==> config.mk <==
export PLATFORM = sky130hd
export DESIGN_NAME = betting_round_ctrl
export DESIGN_NICKNAME = d
export VERILOG_FILES = /design/src/rtl/betting_round_ctrl_pkg.sv /design/src/rtl/betting_round_ctrl_next_seat_sel.sv /design/src/rtl/betting_round_ctrl.sv
export SDC_FILE = /design/constraint.sdc
export NUM_CORES = 1
export LEC_CHECK = 0
export CORE_MARGIN = 2
export CORE_UTILIZATION = 52
export CTS_CLUSTER_SIZE = 40
export DETAILED_ROUTE_END_ITERATION = 10
export MAX_ROUTING_LAYER = met4
export PLACE_DENSITY = 0.79
export SLEW_MARGIN = 40
export SYNTH_ARGS = -nofsm -noshare
export SYNTH_HDL_FRONTEND = slang
export SYNTH_SLANG_ARGS = --single-unit
==> constraint.sdc <==
create_clock -name clk -period 9.1 [get_ports clk]
set_input_delay 1.82 -clock clk [delete_from_list [all_inputs] [get_ports clk]]
set_output_delay 1.82 -clock clk [all_outputs]
set_load 0.005 [all_outputs]
==> src/rtl/betting_round_ctrl_pkg.sv <==
// Shared types for the betting round controller: action and FSM state
// encodings, the stack width, and the pay clamp helper.
package betting_round_ctrl_pkg;

   localparam int MAX_STACK_W = 8;

   typedef enum logic [1:0] {
      ACT_FOLD  = 2'd0,
      ACT_CALL  = 2'd1,
      ACT_RAISE = 2'd2
   } action_t;

   typedef enum logic [2:0] {
      ST_IDLE,
      ST_INIT,
      ST_POST_SB,
      ST_POST_BB,
      ST_WAIT_ACT,
      ST_APPLY,
      ST_ADVANCE,
      ST_DONE
   } bet_state_t;

   // A seat can never pay more than it holds; the wanted amount carries one
   // extra bit so that call + raise cannot wrap before the clamp.
   function automatic logic [MAX_STACK_W-1:0] clamp_to_stack(
      input logic [MAX_STACK_W:0]   want,
      input logic [MAX_STACK_W-1:0] stack
   );
      if (want > {1'b0, stack}) return stack;
      return want[MAX_STACK_W-1:0];
   endfunction

endpackage

==> src/rtl/betting_round_ctrl_next_seat_sel.sv <==
// Rotate-priority search: returns the first eligible seat strictly after
// start_seat, wrapping modulo N, with start_seat itself checked last.
// none_found is raised when no seat is eligible at all.
module next_seat_sel #(
   parameter int N      = 4,
   parameter int SEAT_W = 2
) (
   input  logic [N-1:0]      eligible,
   input  logic [SEAT_W-1:0] start_seat,
   output logic [SEAT_W-1:0] seat,
   output logic              none_found
);

   logic [SEAT_W-1:0] cand_idx [N];
   logic [N-1:0]      cand_hit;

   genvar gi;
   generate
      for (gi = 0; gi < N; gi++) begin : g_cand
         logic [SEAT_W:0] sum;
         assign sum          = {1'b0, start_seat} + (SEAT_W+1)'(gi + 1);
         assign cand_idx[gi] = (sum >= (SEAT_W+1)'(N)) ? SEAT_W'(sum - (SEAT_W+1)'(N))
                                                       : sum[SEAT_W-1:0];
         assign cand_hit[gi] = eligible[cand_idx[gi]];
      end
   endgenerate

   // Walk candidates from farthest to nearest so the nearest hit wins.
   always_comb begin
      seat       = start_seat;
      none_found = 1'b1;
      for (int k = N - 1; k >= 0; k--) begin
         if (cand_hit[k]) begin
            seat       = cand_idx[k];
            none_found = 1'b0;
         end
      end
   end

endmodule

==> src/rtl/betting_round_ctrl.sv <==
// Betting round sequencer: takes one action at a time, computes the chips
// owed, strobes the addressed player, tracks pot / high bet / fold and
// all-in masks, and declares the round complete.
// Optional blind posting is enabled by defining BETTING_BLINDS_EN.
module betting_round_ctrl
   import betting_round_ctrl_pkg::*;
#(
   parameter int NUM_PLAYERS = 4,
   parameter int SEAT_W      = $clog2(NUM_PLAYERS),
   parameter int POT_W       = MAX_STACK_W + SEAT_W,
   parameter int SMALL_BLIND = 5,
   parameter int BIG_BLIND   = 10
) (
   input  logic                                    clk,
   input  logic                                    reset_n,
   input  logic                                    start,
   input  logic [SEAT_W-1:0]                       dealer_seat,
   input  logic                                    act_valid,
   output logic                                    act_ready,
   input  logic [1:0]                              act_type,
   input  logic [MAX_STACK_W-1:0]                  act_raise,
   input  logic [NUM_PLAYERS-1:0][MAX_STACK_W-1:0] player_stack,
   output logic [NUM_PLAYERS-1:0]                  player_en,
   output logic                                    player_make_bet,
   output logic [MAX_STACK_W-1:0]                  player_bet_amount,
   output logic [SEAT_W-1:0]                       active_seat,
   output logic [MAX_STACK_W-1:0]                  high_bet,
   output logic [POT_W-1:0]                        pot,
   output logic [NUM_PLAYERS-1:0]                  folded,
   output logic                                    round_done
);

   localparam int SW1 = MAX_STACK_W + 1;

`ifdef BETTING_BLINDS_EN
   localparam bit BLINDS_ON = 1'b1;
`else
   localparam bit BLINDS_ON = 1'b0;
`endif

   function automatic logic [SEAT_W-1:0] seat_plus(input logic [SEAT_W-1:0] s, input int k);
      int t;
      t = (int'(s) + k) % NUM_PLAYERS;
      return SEAT_W'(t);
   endfunction

   bet_state_t                state_q, state_d;
   logic [SEAT_W-1:0]         dealer_q, active_seat_q;
   logic [1:0]                act_type_q;
   logic [MAX_STACK_W-1:0]    act_raise_q, high_bet_q;
   logic [MAX_STACK_W-1:0]    committed_q [NUM_PLAYERS];
   logic [NUM_PLAYERS-1:0]    acted_q, allin_q, folded_q;
   logic [POT_W-1:0]          pot_q;

   // Heads-up: the dealer posts the small blind and acts first.
   logic [SEAT_W-1:0] sb_seat, bb_seat, first_seat;
   assign sb_seat    = (NUM_PLAYERS == 2) ? dealer_q : seat_plus(dealer_q, 1);
   assign bb_seat    = (NUM_PLAYERS == 2) ? seat_plus(dealer_q, 1) : seat_plus(dealer_q, 2);
   assign first_seat = !BLINDS_ON ? seat_plus(dealer_q, 1)
                     : ((NUM_PLAYERS == 2) ? dealer_q : seat_plus(dealer_q, 3));

   logic [SEAT_W-1:0]      bet_seat;
   logic [MAX_STACK_W-1:0] stack_cur, commit_cur, pay;
   logic [SW1-1:0]         call_amt, want, new_commit;
   logic [POT_W:0]         pot_sum;
   logic                   bet_state, is_fold, strobe, raises_high, goes_allin;

   // Pay computation for the seat being charged this cycle.
   always_comb begin
      bet_seat = active_seat_q;
      if (state_q == ST_POST_SB) bet_seat = sb_seat;
      if (state_q == ST_POST_BB) bet_seat = bb_seat;
      stack_cur  = player_stack[bet_seat];
      commit_cur = committed_q[bet_seat];
      call_amt   = SW1'(high_bet_q) - SW1'(commit_cur);
      bet_state  = (state_q == ST_APPLY) || (state_q == ST_POST_SB) || (state_q == ST_POST_BB);
      is_fold    = (state_q == ST_APPLY) && !((act_type_q == ACT_CALL) || (act_type_q == ACT_RAISE));
      want       = '0;
      case (state_q)
         ST_POST_SB: want = SW1'(SMALL_BLIND);
         ST_POST_BB: want = SW1'(BIG_BLIND);
         ST_APPLY: begin
            if (is_fold)
               want = '0;
            else if ((act_type_q == ACT_RAISE) && (act_raise_q != '0))
               want = call_amt + SW1'(act_raise_q);
            else
               want = call_amt;
         end
         default: want = '0;
      endcase
      pay         = clamp_to_stack(want, stack_cur);
      strobe      = bet_state && (pay != '0);
      new_commit  = SW1'(commit_cur) + SW1'(pay);
      raises_high = new_commit > SW1'(high_bet_q);
      goes_allin  = bet_state && !is_fold && (pay == stack_cur) && (stack_cur != '0);
      pot_sum     = (POT_W+1)'(pot_q) + (POT_W+1)'(pay);
   end

   // Round completion: one live seat left, or every seat still able to act
   // has acted and matched the high bet.
   logic [NUM_PLAYERS-1:0] eligible, seat_ok;
   logic [SEAT_W-1:0]      next_seat;
   logic                   none_found, round_over;
   int                     live_cnt;

   assign eligible = ~folded_q & ~allin_q;

   genvar gi;
   generate
      for (gi = 0; gi < NUM_PLAYERS; gi++) begin : g_seat_ok
         assign seat_ok[gi] = !eligible[gi] || (acted_q[gi] && (committed_q[gi] == high_bet_q));
      end
   endgenerate

   // Count seats that have not folded and combine the completion terms.
   always_comb begin
      live_cnt = 0;
      for (int i = 0; i < NUM_PLAYERS; i++)
         if (!folded_q[i]) live_cnt = live_cnt + 1;
      round_over = (live_cnt == 1) || (&seat_ok) || none_found;
   end

   next_seat_sel #(.N(NUM_PLAYERS), .SEAT_W(SEAT_W)) u_next_seat (
      .eligible   (eligible),
      .start_seat (active_seat_q),
      .seat       (next_seat),
      .none_found (none_found)
   );

   // FSM state register.
   always_ff @(posedge clk or negedge reset_n) begin
      if (!reset_n) state_q <= ST_IDLE;
      else          state_q <= state_d;
   end

   // FSM next-state logic.
   always_comb begin
      state_d = state_q;
      case (state_q)
         ST_IDLE:     if (start) state_d = ST_INIT;
         ST_INIT:     state_d = BLINDS_ON ? ST_POST_SB : ST_WAIT_ACT;
         ST_POST_SB:  state_d = ST_POST_BB;
         ST_POST_BB:  state_d = ST_WAIT_ACT;
         ST_WAIT_ACT: if (act_valid) state_d = ST_APPLY;
         ST_APPLY:    state_d = ST_ADVANCE;
         ST_ADVANCE:  state_d = round_over ? ST_DONE : ST_WAIT_ACT;
         ST_DONE:     if (start) state_d = ST_INIT;
         default:     state_d = ST_IDLE;
      endcase
   end

   // FSM outputs: handshake, one-cycle player strobe, completion level.
   always_comb begin
      act_ready         = (state_q == ST_WAIT_ACT);
      round_done        = (state_q == ST_DONE);
      player_make_bet   = strobe;
      player_bet_amount = strobe ? pay : '0;
      player_en         = '0;
      if (strobe) player_en[bet_seat] = 1'b1;
   end

   // Round bookkeeping: masks, commitments, pot, high bet, turn pointer.
   always_ff @(posedge clk or negedge reset_n) begin
      if (!reset_n) begin
         dealer_q      <= '0;
         active_seat_q <= '0;
         act_type_q    <= '0;
         act_raise_q   <= '0;
         high_bet_q    <= '0;
         pot_q         <= '0;
         acted_q       <= '0;
         allin_q       <= '0;
         folded_q      <= '0;
         for (int i = 0; i < NUM_PLAYERS; i++) committed_q[i] <= '0;
      end else begin
         case (state_q)
            ST_IDLE, ST_DONE: if (start) dealer_q <= dealer_seat;
            ST_INIT: begin
               high_bet_q    <= '0;
               pot_q         <= '0;
               acted_q       <= '0;
               allin_q       <= '0;
               folded_q      <= '0;
               active_seat_q <= first_seat;
               for (int i = 0; i < NUM_PLAYERS; i++) committed_q[i] <= '0;
            end
            ST_WAIT_ACT: if (act_valid) begin
               act_type_q  <= act_type;
               act_raise_q <= act_raise;
            end
            ST_POST_SB, ST_POST_BB, ST_APPLY: begin
               committed_q[bet_seat] <= new_commit[MAX_STACK_W-1:0];
               pot_q <= pot_sum[POT_W] ? '1 : pot_sum[POT_W-1:0];
               if (goes_allin) allin_q[bet_seat] <= 1'b1;
               if (raises_high) high_bet_q <= new_commit[MAX_STACK_W-1:0];
               // Blinds never count as having acted; a real raise (even a
               // short all-in) reopens action for everyone else.
               if (state_q == ST_APPLY) begin
                  if (is_fold) folded_q[bet_seat] <= 1'b1;
                  if (raises_high && !is_fold) begin
                     acted_q           <= '0;
                     acted_q[bet_seat] <= 1'b1;
                  end else begin
                     acted_q[bet_seat] <= 1'b1;
                  end
               end
            end
            ST_ADVANCE: if (!round_over) active_seat_q <= next_seat;
            default: ;
         endcase
      end
   end

   assign active_seat = active_seat_q;
   assign high_bet    = high_bet_q;
   assign pot         = pot_q;
   assign folded      = folded_q;

endmodule

==> run summary <==
The total congestion overflow after global routing is 0. The maximum single-stage delay on the critical path is between 500 and 600 ps. After detailed routing, the average wire length per cell comes to 18.42 um. After synthesis, flip-flops and latches occupy 27.55% of the total area. The synthesis warning total came out at 0. The clock transition at the registers of the reported paths came out at 70 ps.

The global-route wire length before repair came out at roughly 34000 um. The post-synthesis cell area came out at 0.007177 sq mm. The highest metal layer carrying signal wires in the routed design is met4. The slew at the pin with the worst max-slew slack came out at between 800 and 900 ps. The number of hold violations in the final report came out at 0. The worst register-to-register path has a setup slack of roughly 320 ps. Synthesis produced 886 cells. The first detailed-routing pass took 5 iterations. The clock period minus worst slack is 8794 ps. The endpoint identified for the worst register-to-register timing path is high_bet[2]$_DFFE_PN0P_. The number of cells on the worst reg-to-reg path is 45. The average instance in the mapped netlist occupies 8.100 sq um. The synthesized design contains 0 enable-type register cells.

After synthesis, the cell types taking the most area are dfrtp_1, ha_1, nand2_1. The starting density of the core came out at 53.77%. The final-stage net count is 1093. The share of async-settable or async-resettable flops after synthesis is 100.0%. The met2 layer wire length in the routed design came out at 9897 um.

Counting every sink on the clock net gives 79. The floorplan step defined a die boundary enclosing 0.01476 sq mm. The tightest min-delay check is of the flop to flop type. Clock tree synthesis selected as its root buffer the cell clkbuf_16. After detailed routing, the wire length on met1 is between 9000 and 10000 um.

The number of buffers between clock root and the deepest sink came out at 2. In this run the worst setup path terminates at player_bet_amount[1]. The fraction of the core area covered by cells at the end of the flow is 68.17%. The die outline height is 121.5 um.

At the worst endpoint, the required time is about 7300 ps. The number of global-route vias before repair came out at 6653. For this design, the slowest cell found on the critical path is clkdlybuf4s50_1. The post-synthesis to final-layout area growth is 26.78%. The number of rows created at floorplan came out at 42.

The net count after synthesis is 990. The count of max-cap constraint violations is 0. The via density per instance is 6.009. The number of antenna cells inserted came out at 0. Tracing the worst setup path back leads to its startpoint at state_q[0]$_DFFE_PN0P_. The count of placed standard cells in the final layout, fillers left out came out at 1170. Summing over every cut layer, the via total after detailed routing is about 7000. The HPWL reported at the end of detailed placement came out at 15830 um. The synthesized design contains 79 register bits. In this run the remaining antenna-violating nets after routing total 0. Of all cell types, the one taking the most synthesized area is dfrtp_1.

The TritonCTS clock tree is yes. Of the cells placed in the final design, the portion with a size suffix greater than 1 is 16.20%. The total number of H-tree levels is 3. The total CTS buffers came out at 9. The maximum fanout encountered on the critical timing path came out at 10. Summed over all layers, the routed wires come to 21550 um. The floorplan step set the die width to 121.5 um.

Adding up every negative setup slack in the final design gives 0 ps. The total routing usage reported by global routing is 29.87%. The worst setup path is captured at an output pin. The count of fill cells added during filler insertion is between 1000 and 1500. The count of input and output buffers came out at 86. Between clock sinks in the finished design, the worst skew comes to 8.418 ps. After synthesis, the netlist uses 74 different library cells.

In this run the critical register-to-register path is launched from state_q[0]$_DFFE_PN0P_. The final period utilization is 96.64%. The maximum achievable frequency came out at 113.7 MHz. The worst setup path is of the flop to output pin kind. The post-placement cell count is 1140. The floorplan step defined a core boundary enclosing 0.01335 sq mm. The flow ran to the end, and the final reports show no timing, DRC or antenna violations.

The count of endpoints failing setup in the final report is 0. The worst setup path is launched from a flop. The area share of the leading cell type in the synthesized netlist came out at 27.55%. The largest net degree at the start of global routing is 80. The most used flip-flop cell after synthesis is dfrtp_1. The first routing iteration left 588 violations. The initial antenna violation count is 0. The global placer's final weighted congestion came out at 0.9647. The max-slew headroom at the worst pin came out at 39.57%. The source-to-sink clock delay at the later pin of the worst-skew pair is between 300 and 400 ps.

The data arrival time of the worst path is 6970 ps. After detailed routing, the number of remaining DRC violations is 0. The max-slew violation count is 0. For this design the top-level I/O count stands at 87. In the detailed route, the total length drawn on met3 is between 1500 and 2000 um. The number of buffers added to fix hold violations after cts came out at 0.
metal layers:
| metal | track usage, % | up-vias |
|---|---|---|
| met1 | 39.73 | 3311 |
| li1 | - | 3352 |
| met2 | 45.61 | 318 |
| met5 | - | - |
| met4 | 12.14 | 0 |
| met3 | 4.840 | 49 |
cells by family (layout without fill, tap and decap cells):
family	Yosys count	after routing	synth area share, %
mux	50	50	7.758
fa+ha+maj	56	56	10.18
simple gates	319	319	21.69
flops	79	79	27.55
buf+inv	109	217	6.049
xor+xnor	58	58	7.078
compound gates	215	215	19.70
registers in the layout (all words and copies together), names as in the netlist:
name,cells
committed_q,32
pot,10
act_raise_q,8
high_bet,8
acted_q,4
allin_q,4
folded,4
state_q,3
act_type_q,2
active_seat,2
dealer_q,2
what timing repair did:
item                                    4_1_cts  5_1_grt
pin swaps                                     0       20
hold endpoints to repair                      0        0
endpoints found under the setup margin        6       21
setup buffers                                 0       13
gates resized for setup                       1       37
worst min-delay path by stage:
stage | startpoint | end | slack, ps | depth (start not counted)
floorplan | allin_q[2]$_DFFE_PN0P_ | allin_q[2]$_DFFE_PN0P_ | 450 | 2
global placement | allin_q[3]$_DFFE_PN0P_ | allin_q[3]$_DFFE_PN0P_ | 460 | 2
detailed placement | pot[4]$_DFFE_PN0P_ | pot[4]$_DFFE_PN0P_ | 490 | 2
CTS | pot[4]$_DFFE_PN0P_ | pot[4]$_DFFE_PN0P_ | 510 | 2
global route | pot[3]$_DFFE_PN0P_ | pot[3]$_DFFE_PN0P_ | 530 | 2
finish | allin_q[1]$_DFFE_PN0P_ | allin_q[1]$_DFFE_PN0P_ | 500 | 2
metrics by stage:
step | hold slack (ps) | instance area [sq um] | setup slack [ps]
6_report | 499.7 | 9099 | 305.8
5_1_grt | 531.7 | 9099 | -103.6
4_1_cts | 506.7 | 8777 | 18.60
3_5_place_dp | 491.7 | 8487 | 23.00
3_3_place_gp | 462.8 | 8481 | 201.6
2_1_floorplan | 448.1 | 7348 | 1.094
layout make-up:
type | instances | area (sq um) | share of cell area (%)
Clock buffer | 12 | 256.5 | 2.819
Clock inverter | 4 | 30.03 | 0.3300
Inverter | 59 | 221.5 | 2.434
Multi-Input combinational cell | 698 | 5060 | 55.61
Sequential cell | 79 | 1979 | 21.75
Tap cell | 176 | 220.2 | 2.420
Timing Repair Buffer | 142 | 1331 | 14.63
layout by cell type (no fill, tap or decap), types with 30 or more instances in the layout:
| cell type | n |
|---|---|
| clkdlybuf4s50_1 | 85 |
| mux2i_1 | 30 |
| o21ai_0 | 66 |
| inv_1 | 58 |
| nor2_1 | 57 |
| buf_4 | 52 |
| nand2_1 | 95 |
| dfrtp_1 | 77 |
| ha_1 | 48 |
| nand3_1 | 56 |
cell usage after synthesis (all sizes together), types with 27 or more instances:
cell,number
nand2,97
dfrtp,79
o21ai,78
nor2,61
inv,59
nand3,56
ha,52
clkbuf,41
a21oi,38
mux2i,32
xnor2,31
xor2,27
worst max-delay path: cells and delay by family (launching register included):
| kind | cells | cell delay, ps |
|---|---|---|
| AO/OA/AOI/OAI | 11 | 1800 |
| buffers and inverters | 5 | 1070 |
| flip-flops | 1 | 470 |
| XOR/XNOR | 2 | 480 |
| AND/OR/NAND/NOR | 11 | 1660 |
| multiplexers | 1 | 120 |
| adder cells (fa/ha/maj) | 3 | 1020 |
Power is left out: the tool's default activity adds up to more than one toggle a clock period on the data nets, which glitch-free logic cannot reach.
